### src/rtl/core_pkg.sv
// Shared types for the program-counter sequencer: branch kinds, the decoded
// per-edge action and the control priority decoder.
package core_pkg;

    localparam int PC_W_DEF      = 16;
    localparam int IDX_W_DEF     = 5;
    localparam int STK_DEPTH_DEF = 4;

    typedef enum logic [2:0] {
        BR_NONE,
        BR_ABS,
        BR_REL_Z,
        BR_REL_NZ,
        BR_CALL,
        BR_RET
    } br_kind_e;

    typedef enum logic [2:0] {
        ACT_START,
        ACT_HOLD,
        ACT_HALT,
        ACT_STALL,
        ACT_RUN
    } pc_act_e;

    typedef struct packed {
        pc_act_e  act;
        br_kind_e kind;
    } pc_dec_t;

    // Resolves simultaneous controls; only the highest-priority one survives.
    function automatic pc_dec_t decode_ctrl(
        input logic start,
        input logic done,
        input logic halt,
        input logic stall,
        input logic ret,
        input logic call,
        input logic br_abs,
        input logic br_rel_z,
        input logic br_rel_nz,
        input logic zero_flag
    );
        pc_dec_t dec;
        dec.act  = ACT_RUN;
        dec.kind = BR_NONE;
        if (start)                       dec.act  = ACT_START;
        else if (done)                   dec.act  = ACT_HOLD;
        else if (halt)                   dec.act  = ACT_HALT;
        else if (stall)                  dec.act  = ACT_STALL;
        else if (ret)                    dec.kind = BR_RET;
        else if (call)                   dec.kind = BR_CALL;
        else if (br_abs)                 dec.kind = BR_ABS;
        else if (br_rel_z && zero_flag)  dec.kind = BR_REL_Z;
        else if (br_rel_nz && !zero_flag) dec.kind = BR_REL_NZ;
        return dec;
    endfunction

endpackage

### src/rtl/pc_sequencer_if.sv
// Controller-facing bundle of the sequencer: branch/stack controls, table
// write port, and the fetch address / status outputs.
interface pc_sequencer_if
    import core_pkg::*;
#(
    parameter int PC_W      = PC_W_DEF,
    parameter int IDX_W     = IDX_W_DEF,
    parameter int STK_DEPTH = STK_DEPTH_DEF
);
    localparam int DEP_W = $clog2(STK_DEPTH) + 1;

    logic             start;
    logic             stall;
    logic             br_abs;
    logic             br_rel_z;
    logic             br_rel_nz;
    logic             call;
    logic             ret;
    logic             halt;
    logic             zero_flag;
    logic [IDX_W-1:0] idx;
    logic             tbl_we;
    logic             tbl_sel;
    logic [IDX_W-1:0] tbl_widx;
    logic [PC_W-1:0]  tbl_wdata;
    logic [PC_W-1:0]  pc;
    logic             done;
    logic [DEP_W-1:0] stk_depth;
    logic             stk_ovf;
    logic             stk_unf;

    modport master (
        output start, stall, br_abs, br_rel_z, br_rel_nz, call, ret, halt,
        output zero_flag, idx, tbl_we, tbl_sel, tbl_widx, tbl_wdata,
        input  pc, done, stk_depth, stk_ovf, stk_unf
    );

    modport slave (
        input  start, stall, br_abs, br_rel_z, br_rel_nz, call, ret, halt,
        input  zero_flag, idx, tbl_we, tbl_sel, tbl_widx, tbl_wdata,
        output pc, done, stk_depth, stk_ovf, stk_unf
    );

endinterface

### src/rtl/ret_stack.sv
// Return-address LIFO with occupancy count and sticky overflow/underflow flags.
module ret_stack #(
    parameter int W     = 16,
    parameter int DEPTH = 4
) (
    input  logic                   CLK,
    input  logic                   reset_n,
    input  logic                   clr,
    input  logic                   push,
    input  logic                   pop,
    input  logic [W-1:0]           push_data,
    output logic [W-1:0]           top_data,
    output logic                   empty,
    output logic [$clog2(DEPTH):0] depth,
    output logic                   ovf,
    output logic                   unf
);
    localparam int PTR_W = $clog2(DEPTH);
    localparam int DEP_W = PTR_W + 1;

    logic [W-1:0]     mem_q [DEPTH];
    logic [W-1:0]     mem_d [DEPTH];
    logic [DEP_W-1:0] depth_q, depth_d;
    logic             ovf_q, ovf_d;
    logic             unf_q, unf_d;
    logic             full;
    logic [PTR_W-1:0] wr_ptr;
    logic [PTR_W-1:0] rd_ptr;

    assign full   = (depth_q == DEP_W'(DEPTH));
    assign empty  = (depth_q == '0);
    assign wr_ptr = depth_q[PTR_W-1:0];
    assign rd_ptr = wr_ptr - PTR_W'(1);

    always_comb begin
        mem_d   = mem_q;
        depth_d = depth_q;
        ovf_d   = ovf_q;
        unf_d   = unf_q;
        if (clr) begin
            depth_d = '0;
            ovf_d   = 1'b0;
            unf_d   = 1'b0;
        end else if (push) begin
            if (full) begin
                ovf_d = 1'b1;
            end else begin
                mem_d[wr_ptr] = push_data;
                depth_d       = depth_q + DEP_W'(1);
            end
        end else if (pop) begin
            if (empty) unf_d   = 1'b1;
            else       depth_d = depth_q - DEP_W'(1);
        end
    end

    always_ff @(posedge CLK or negedge reset_n) begin
        if (!reset_n) begin
            mem_q   <= '{default: '0};
            depth_q <= '0;
            ovf_q   <= 1'b0;
            unf_q   <= 1'b0;
        end else begin
            mem_q   <= mem_d;
            depth_q <= depth_d;
            ovf_q   <= ovf_d;
            unf_q   <= unf_d;
        end
    end

    assign top_data = mem_q[rd_ptr];
    assign depth    = depth_q;
    assign ovf      = ovf_q;
    assign unf      = unf_q;

endmodule

### src/rtl/pc_sequencer.sv
// Program counter with runtime-writable relative/absolute branch tables,
// call/return stack and halt/done handling.
module pc_sequencer
    import core_pkg::*;
#(
    parameter int PC_W      = PC_W_DEF,
    parameter int IDX_W     = IDX_W_DEF,
    parameter int STK_DEPTH = STK_DEPTH_DEF
) (
    input  logic           CLK,
    input  logic           reset_n,
    pc_sequencer_if.slave  bus
);
    localparam int ENTRIES = 2 ** IDX_W;
    localparam int DEP_W   = $clog2(STK_DEPTH) + 1;

    logic [PC_W-1:0]  rel_tbl_q [ENTRIES];
    logic [PC_W-1:0]  rel_tbl_d [ENTRIES];
    logic [PC_W-1:0]  abs_tbl_q [ENTRIES];
    logic [PC_W-1:0]  abs_tbl_d [ENTRIES];
    logic [PC_W-1:0]  pc_q, pc_d;
    logic             done_q, done_d;
    logic [PC_W-1:0]  pc_inc, rel_tgt, abs_tgt;
    pc_dec_t          dec;
    logic             stk_push, stk_pop, stk_clr, stk_empty;
    logic [PC_W-1:0]  stk_top;
    logic [DEP_W-1:0] stk_depth;
    logic             stk_ovf, stk_unf;

    // Reads use the pre-edge table contents, so a same-cycle write is not seen.
    assign pc_inc  = pc_q + PC_W'(1);
    assign rel_tgt = pc_q + rel_tbl_q[bus.idx];
    assign abs_tgt = abs_tbl_q[bus.idx];

    always_comb begin
        rel_tbl_d = rel_tbl_q;
        abs_tbl_d = abs_tbl_q;
        if (bus.tbl_we && !bus.start) begin
            if (bus.tbl_sel) abs_tbl_d[bus.tbl_widx] = bus.tbl_wdata;
            else             rel_tbl_d[bus.tbl_widx] = bus.tbl_wdata;
        end
    end

    always_comb begin
        dec = decode_ctrl(bus.start, done_q, bus.halt, bus.stall, bus.ret,
                          bus.call, bus.br_abs, bus.br_rel_z, bus.br_rel_nz,
                          bus.zero_flag);
        pc_d     = pc_q;
        done_d   = done_q;
        stk_push = 1'b0;
        stk_pop  = 1'b0;
        stk_clr  = 1'b0;
        unique case (dec.act)
            ACT_START: begin
                pc_d    = '0;
                done_d  = 1'b0;
                stk_clr = 1'b1;
            end
            ACT_HALT: done_d = 1'b1;
            ACT_RUN: begin
                unique case (dec.kind)
                    BR_RET: begin
                        stk_pop = 1'b1;
                        pc_d    = stk_empty ? pc_inc : stk_top;
                    end
                    BR_CALL: begin
                        stk_push = 1'b1;
                        pc_d     = abs_tgt;
                    end
                    BR_ABS:              pc_d = abs_tgt;
                    BR_REL_Z, BR_REL_NZ: pc_d = rel_tgt;
                    default:             pc_d = pc_inc;
                endcase
            end
            default: ;
        endcase
    end

    always_ff @(posedge CLK or negedge reset_n) begin
        if (!reset_n) begin
            rel_tbl_q <= '{default: '0};
            abs_tbl_q <= '{default: '0};
            pc_q      <= '0;
            done_q    <= 1'b0;
        end else begin
            rel_tbl_q <= rel_tbl_d;
            abs_tbl_q <= abs_tbl_d;
            pc_q      <= pc_d;
            done_q    <= done_d;
        end
    end

    ret_stack #(
        .W     (PC_W),
        .DEPTH (STK_DEPTH)
    ) u_ret_stack (
        .CLK       (CLK),
        .reset_n   (reset_n),
        .clr       (stk_clr),
        .push      (stk_push),
        .pop       (stk_pop),
        .push_data (pc_inc),
        .top_data  (stk_top),
        .empty     (stk_empty),
        .depth     (stk_depth),
        .ovf       (stk_ovf),
        .unf       (stk_unf)
    );

    assign bus.pc        = pc_q;
    assign bus.done      = done_q;
    assign bus.stk_depth = stk_depth;
    assign bus.stk_ovf   = stk_ovf;
    assign bus.stk_unf   = stk_unf;

endmodule
### src/flat_wrapper.sv
// flat-port wrapper written by rule: the top's interface ports become plain ports
module pc_sequencer_flat import core_pkg::*;
#(
    parameter int PC_W      = PC_W_DEF,
    parameter int IDX_W     = IDX_W_DEF,
    parameter int STK_DEPTH = STK_DEPTH_DEF
)
  (CLK, reset_n, bus_start, bus_stall, bus_br_abs, bus_br_rel_z, bus_br_rel_nz, bus_call, bus_ret, bus_halt, bus_zero_flag, bus_idx, bus_tbl_we, bus_tbl_sel, bus_tbl_widx, bus_tbl_wdata, bus_pc, bus_done, bus_stk_depth, bus_stk_ovf, bus_stk_unf);
  pc_sequencer_if #(.PC_W(PC_W), .IDX_W(IDX_W), .STK_DEPTH(STK_DEPTH)) bus_i ();
  input  logic CLK;
  input  logic reset_n;
  input wire logic [$bits(bus_i.start)-1:0] bus_start;
  input wire logic [$bits(bus_i.stall)-1:0] bus_stall;
  input wire logic [$bits(bus_i.br_abs)-1:0] bus_br_abs;
  input wire logic [$bits(bus_i.br_rel_z)-1:0] bus_br_rel_z;
  input wire logic [$bits(bus_i.br_rel_nz)-1:0] bus_br_rel_nz;
  input wire logic [$bits(bus_i.call)-1:0] bus_call;
  input wire logic [$bits(bus_i.ret)-1:0] bus_ret;
  input wire logic [$bits(bus_i.halt)-1:0] bus_halt;
  input wire logic [$bits(bus_i.zero_flag)-1:0] bus_zero_flag;
  input wire logic [$bits(bus_i.idx)-1:0] bus_idx;
  input wire logic [$bits(bus_i.tbl_we)-1:0] bus_tbl_we;
  input wire logic [$bits(bus_i.tbl_sel)-1:0] bus_tbl_sel;
  input wire logic [$bits(bus_i.tbl_widx)-1:0] bus_tbl_widx;
  input wire logic [$bits(bus_i.tbl_wdata)-1:0] bus_tbl_wdata;
  output wire logic [$bits(bus_i.pc)-1:0] bus_pc;
  output wire logic [$bits(bus_i.done)-1:0] bus_done;
  output wire logic [$bits(bus_i.stk_depth)-1:0] bus_stk_depth;
  output wire logic [$bits(bus_i.stk_ovf)-1:0] bus_stk_ovf;
  output wire logic [$bits(bus_i.stk_unf)-1:0] bus_stk_unf;
  assign bus_i.start = bus_start;
  assign bus_i.stall = bus_stall;
  assign bus_i.br_abs = bus_br_abs;
  assign bus_i.br_rel_z = bus_br_rel_z;
  assign bus_i.br_rel_nz = bus_br_rel_nz;
  assign bus_i.call = bus_call;
  assign bus_i.ret = bus_ret;
  assign bus_i.halt = bus_halt;
  assign bus_i.zero_flag = bus_zero_flag;
  assign bus_i.idx = bus_idx;
  assign bus_i.tbl_we = bus_tbl_we;
  assign bus_i.tbl_sel = bus_tbl_sel;
  assign bus_i.tbl_widx = bus_tbl_widx;
  assign bus_i.tbl_wdata = bus_tbl_wdata;
  assign bus_pc = bus_i.pc;
  assign bus_done = bus_i.done;
  assign bus_stk_depth = bus_i.stk_depth;
  assign bus_stk_ovf = bus_i.stk_ovf;
  assign bus_stk_unf = bus_i.stk_unf;
  pc_sequencer #(.PC_W(PC_W), .IDX_W(IDX_W), .STK_DEPTH(STK_DEPTH)) u_core (.CLK(CLK), .reset_n(reset_n), .bus(bus_i));
endmodule
### config.mk
export PLATFORM = sky130hd
export DESIGN_NAME = pc_sequencer_flat
export DESIGN_NICKNAME = d
export VERILOG_FILES = /design/src/rtl/core_pkg.sv /design/src/rtl/pc_sequencer_if.sv /design/src/rtl/ret_stack.sv /design/src/rtl/pc_sequencer.sv /design/src/flat_wrapper.sv
export SDC_FILE = /design/constraint.sdc
export NUM_CORES = 2
export LEC_CHECK = 0
export CAP_MARGIN = 30
export CORE_AREA = 2 2 284 286
export CTS_CLUSTER_DIAMETER = 40
export DETAILED_ROUTE_END_ITERATION = 16
export DIE_AREA = 0 0 286 288
export HOLD_SLACK_MARGIN = 0.1
export PLACE_DENSITY = 0.82
export SYNTH_ARGS = -nofsm -noshare
export SYNTH_HDL_FRONTEND = slang
export SYNTH_SLANG_ARGS = --single-unit
### constraint.sdc
create_clock -name CLK -period 5.5 [get_ports CLK]
set_input_delay 1.1 -clock CLK [delete_from_list [all_inputs] [get_ports CLK]]
set_output_delay 1.1 -clock CLK [all_outputs]
set_load 0.03 [all_outputs]
======== Yosys cells after proc, flatten, opt, wreduce, memory -nomap -nowiden ========
Cells that the tools add are included.
word-level totals
  output and inout bits ................... 22
  bits in registers ....................... 1110
operators by class
  add/subtract/negate cells ............... 5
  reduce and logical (&&, ||, !) cells .... 24
  $lt $le $gt $ge ......................... 6
  eq/ne operators ......................... 11
  mux-type cells .......................... 50
  bitwise gates (word level) .............. 7
operator list
  operator               number
  $bwmux 512             2
  $bmux 16 s5            2
  $mux 16                9
  $demux 16 s5           1
  $bwmux 64              1
  $mux 3                 16
  $pmux 16 s3            1
  $bmux 16 s2            1
  $demux 16 s2           1
  $pmux 16 s2            1
  $add 16x1->16 const B  1
  $add 16x16->16         1
  $eq 3x3->1 const B     4
  $ge 6x6->1 const B     2
  $mux 1                 12
  $not 5->6              2
  $reduce_bool 2->1      6
  $eq 3x2->1 const B     3
  $reduce_and 3->1       3
  $ge 3x3->1 const B     2
  $logic_not 3->1        2
  $lt 6x1->1 const B     1
  $not 2->3              2
  $reduce_and 2->1       3
  15 further kinds       24

======== Longest topological paths before layout ========
  depth after elaboration ................. 17
  gate-level depth with buffers ........... 17

======== Hierarchy ========
From an unflattened synthesis, not the netlist that was laid out.
unflattened totals
  cell total of the unflattened synthesis .. 3292
  area, all modules ....................... 51861.0 um2
modules (own cells, without submodules)
  module        area an instance (um2)  instances  cells an instance
  pc_sequencer  48500.3                 1          3099
  ret_stack     3360.7                  1          193

======== Worst setup path before layout ========
OpenSTA, ideal clock, no wires.
  path type ............................... input to register
  start ................................... in bus_idx[1]
  end ..................................... reg u_core.pc_q[12] (netlist: u_core.bus.pc[12])
  arrival ................................. 5117 ps
  path buffers ............................ 5
  cell stages on the path ................. 17
  slack ................................... 257 ps
  data required time ...................... 5374 ps
  setup time .............................. 126 ps
  cells stage by stage .................... buf_2 buf_6 buf_6 buf_2 clkbuf_1 mux4_2 mux4_2 mux2_2 ha_1 fa_1 a211oi_1 o21bai_1 a31o_2 a311o_1 a31oi_1 xor2_1 o21ai_1
between the ends
  longest elaborated chain between the ends .. 7
  elaborated cells between the ends (all ways) .. 10
  those cells by class .................... 1 x add/sub; 8 x mux; 1 x bitwise
RTL lines
  item                                         line                                    text
  start: declaration                           flat_wrapper.sv:21                      input wire logic [$bits(bus_i.idx)-1:0] bus_idx;
  $not 5->6 (not written as such) *            pc_sequencer.sv:32, pc_sequencer.sv:33
  $bmux 16 s5                                  pc_sequencer.sv:32                      assign rel_tgt = pc_q + rel_tbl_q[bus.idx];
  $mux 16 (not written as such) (2 in series)  pc_sequencer.sv:32
  $add 16x16->16                               pc_sequencer.sv:32
  $pmux 16 s3 *                                pc_sequencer.sv:61                      unique case (dec.kind)
  $pmux 16 s2 *                                pc_sequencer.sv:53                      unique case (dec.act)
  end signal: assignment                       pc_sequencer.sv:88                      pc_q <= pc_d;
  end: declaration                             pc_sequencer.sv:21                      logic [PC_W-1:0] pc_q, pc_d;
Mark *: on every way between the ends. The rest lies on a longest branch, timed or not. The select of a mux whose other input is x is not followed.
A chain may end at the register's enable or synchronous reset.

======== Worst setup path after layout ========
  start ................................... in bus_idx[0]
  end ..................................... reg u_core.pc_q[15] (netlist: u_core.bus.pc[15])
The elaborated chain is that of the path after synthesis.

==> results list <==
- Using the TritonRoute via totals, the vias-per-cell ratio works out to 6.75.
- ANT nets after route: 0
- Measured along the x axis, the die boundary spans 286 microns.
- Filler Cell Count: 4645
- The routed design has between 100000 and 150000 microns of wire.
- During synthesis, Yosys emitted a total of 0 warnings.
- The tool flagged a number of max-cap violations equal to 0.
* Area taken by flip-flops and latches: 27800 sq um
* Worst Hold Class: flop to flop
- Wire length of the first global-routing pass: around 200000 microns
- Cell Chain, Critical Path: buf_8 -> buf_12 -> buf_4 -> mux4_2 -> mux4_2 -> mux2_2 -> ha_1 -> a21o_1 -> nand3_1 -> nand2_1 -> o311ai_1 -> a31oi_1 -> xnor2_1 -> o221ai_1
- Relative max-transition margin: 30.8%
- Global routing used 33.4% of the available tracks.
* Unrepaired setup endpoints after global routing: no
- Hpwl dp: 80900 microns
* Die area: 82400 sq um
- Number of endpoints with negative hold slack in the final report: 0
- Min setup slack post-route: 972 ps
* Post-CTS Repair Setup Buffers: 0
- Total Negative Setup Slacks: 0 ps
* Clock sink count: 1110
- STA classifies the critical path endpoint as a flop.
- Synthesis handed over a netlist of 3280 instances.
* Sequential share of the synthesized area: 54.2%
- Layout-stage area growth over the synthesis result: 13.8%
* Final cell count without fillers: 4497
- The first TritonRoute pass finished after 5 iterations.
* Launching element type of the critical path: primary input
* Count of buffering cells on the critical path with inverters included: 3
- Worst clock skew: 28.1 ps
- Cell Area, Synth: 51200 sq um
* Final period utilization: between 80% and 90%
* Final global-route overflow total: 0
* Top Ports: 61
* Highest clock frequency the design can meet: 221 MHz
- Share of cells above drive strength 1: 52.2%
- Cell at the root of the clock tree: sky130_fd_sc_hd__clkbuf_16
- Cell Pwr Density: 356 nW/um^2
- Yosys mapped the design onto 62 distinct sky130hd cell types.
- Post-synth net total: 3341
* Arrival @ worst endpoint: 5100 ps
- Asr flop ratio synth: 100%
- Per-instance average area after synthesis: around 16 sq um
- Primary flip-flop cell chosen by synthesis mapping: sky130_fd_sc_hd__dfrtp_1
* Worst-case vdd ir drop: 344 uV
- Post_cts resized: 0
* Number of nets in the finished design: 3384
- Clock-pin slew was measured on the worst setup and hold paths at about 60 ps.
* Initial cell density of the core: 64.3%
- Number of register bits inferred by synthesis: 1110
- Number of antenna violations at the first check in global routing: 9
- TritonCTS built the clock tree.
* CTS Hold Buffers Added: 0
- Count of final max-slew check failures: 0
* I/O Buffers: 60
- The multi-input combinational cells in the finished layout cover a total of 22200 sq um.
- Leakage component of the power: ~27 nW
* Post-route DRC violation count: 0
* Placeable core region: 79600 sq um
- Via count of the first global-routing pass: 33300
* DR iter-0 viols: roughly 2800
- For the worst setup path, the data required time is 6070 ps.
- Period minus WS final: 4530 ps
- For the pin with the worst max-slew slack, the measured transition is approximately 1000 ps.
* Post-Place Setup Slack: 230 ps
- TritonCTS created 138 clock buffers.
* Slowest cell delay on critical path: 550 ps
- The clock reaches the later pin of the worst-skew pair after 750 ps.
- Among cell families on the critical path, the largest total delay comes from multiplexers.
* Drt wl/cell: roughly 30 microns
* Most common cell type on the critical path: sky130_fd_sc_hd__mux4_2
- Counting flops with a built-in enable in the synthesized netlist gives 0.
- For this design, the slowest cell found on the critical path is sky130_fd_sc_hd__mux4_2.
* Vias post-DR: roughly 30000
* Maximum number of pins on one net before global-route repair: 143
- The initialized floorplan defines 104 standard-cell rows.
* Final count of negative-setup-slack endpoints: 0
- Of all nets on the critical path, the largest fanout is 21.
- The die is 288 microns tall.
- The H-tree was split into 4 levels.
- The congestion estimate from routability-driven global placement came to 0.940.
- The critical path in this run is classified as primary input to flop.
- # placed instances: 4241
- Worst-case clock buffer depth: 3
* Result of the run: complete, no violations
flip-flops by register name (all words and copies together), names as in the netlist:
name,flops
u_core.abs_tbl_q,512
u_core.rel_tbl_q,512
u_core.u_ret_stack.mem_q,64
u_core.bus.pc,16
u_core.u_ret_stack.depth,3
u_core.bus.done,1
u_core.u_ret_stack.ovf,1
u_core.u_ret_stack.unf,1
metrics by stage:
stage	util, %	total power [mW]	instance area, sq um	hold slack, ps
finish	73.2	20.7	58300	483
global route	73.2	21.4	58300	504
CTS	73.1	20.8	58200	479
detailed placement	67.0	11.4	53300	468
global placement	66.3	11.2	52800	457
floorplan	-	10.6	51200	445
logic make-up after synthesis:
family	after synthesis	share of synthesized area [%]
muxes	1396	38.0
adders and majority gates	22	0.567
and+or+nand+nor	252	2.17
DFF	1110	54.2
buffers and inverters	305	2.58
xor gates and xnor gates	28	0.479
AOI/OAI and AO/OA	167	1.98
final cells by class:
class,count,area share (%)
flip-flops and latches,1110,47.7
clock inverters,76,1.73
repair buffers,199,3.59
diodes,3,0.0129
clock buffers,175,6.65
well taps,1060,2.28
inverters,9,0.0580
multi-input cells,1865,38.0
where the power goes:
| group | switching [mW] | total, mW | internal, mW | leakage, nW |
|---|---|---|---|---|
| clock network | 3.67 | 9.49 | 5.82 | 2.39 |
| logic | 1.00 | 2.08 | 1.07 | 9.96 |
| registers | 0.361 | 9.17 | 8.81 | 15.1 |
metal layers:
layer	routed length (microns)	share of wire [%]	global-route usage, %	vias up
met1	53200	40	45.6	16400
li1	-	-	-	12300
met3	9530	7.2	6.65	356
met4	4890	3.7	13.4	10
met2	65000	49	53.4	1255
met5	65	0.049	0	-
cell usage after synthesis, drive strengths merged, types with 12 or more instances:
| library cell | count | area (sq um) |
|---|---|---|
| mux4 | 334 | 7520 |
| dfrtp | 1110 | 27800 |
| xnor2 | 12 | 105 |
| xor2 | 16 | 140 |
| nor2 | 57 | 214 |
| nor3 | 12 | 65.1 |
| mux2 | 1047 | 11800 |
| clkbuf | 181 | 679 |
| nand2 | 127 | 477 |
| nand3 | 16 | 80.1 |
| o21ai | 86 | 430 |
| buf | 115 | 611 |
| a21oi | 31 | 163 |
| ha | 20 | 250 |
| mux2i | 15 | 150 |
cells in the final DEF (no fill, tap or decap), types with 29 or more instances in the layout:
cell                              instances
sky130_fd_sc_hd__dfrtp_1               1110
sky130_fd_sc_hd__mux2_2                1037
sky130_fd_sc_hd__mux4_2                 334
sky130_fd_sc_hd__clkbuf_16              140
sky130_fd_sc_hd__nand2_1                127
sky130_fd_sc_hd__buf_4                  105
sky130_fd_sc_hd__o21ai_0                 59
sky130_fd_sc_hd__nor2_1                  48
sky130_fd_sc_hd__clkdlybuf4s50_1         38
sky130_fd_sc_hd__a21oi_1                 29
worst paths after layout:
path | cells past startpoint | to | slack, ps | start
max in group asynchronous | 2 | u_core.rel_tbl_q[125] | 3650 | reset_n
setup / recovery | 14 | u_core.bus.pc[15] | 970 | bus_idx[0]
min in group asynchronous | 1 | u_core.rel_tbl_q[427] | 490 | reset_n
setup reg to reg | 12 | u_core.bus.pc[12] | 1470 | u_core.rel_tbl_q[64]
hold reg to reg | 2 | u_core.u_ret_stack.mem_q[39] | 480 | u_core.u_ret_stack.mem_q[39]
hold / removal | 2 | u_core.u_ret_stack.mem_q[39] | 480 | u_core.u_ret_stack.mem_q[39]
worst register-to-register path, delay by kind of cell (launching register included):
kind | cells | cell delay, ps
AO/OA/AOI/OAI | 6 | 1380
multiplexers | 3 | 1270
XOR/XNOR | 1 | 160
flip-flops | 1 | 390
adder cells (fa/ha/maj) | 2 | 690
Note: power is estimated with default switching activity, not from simulation.
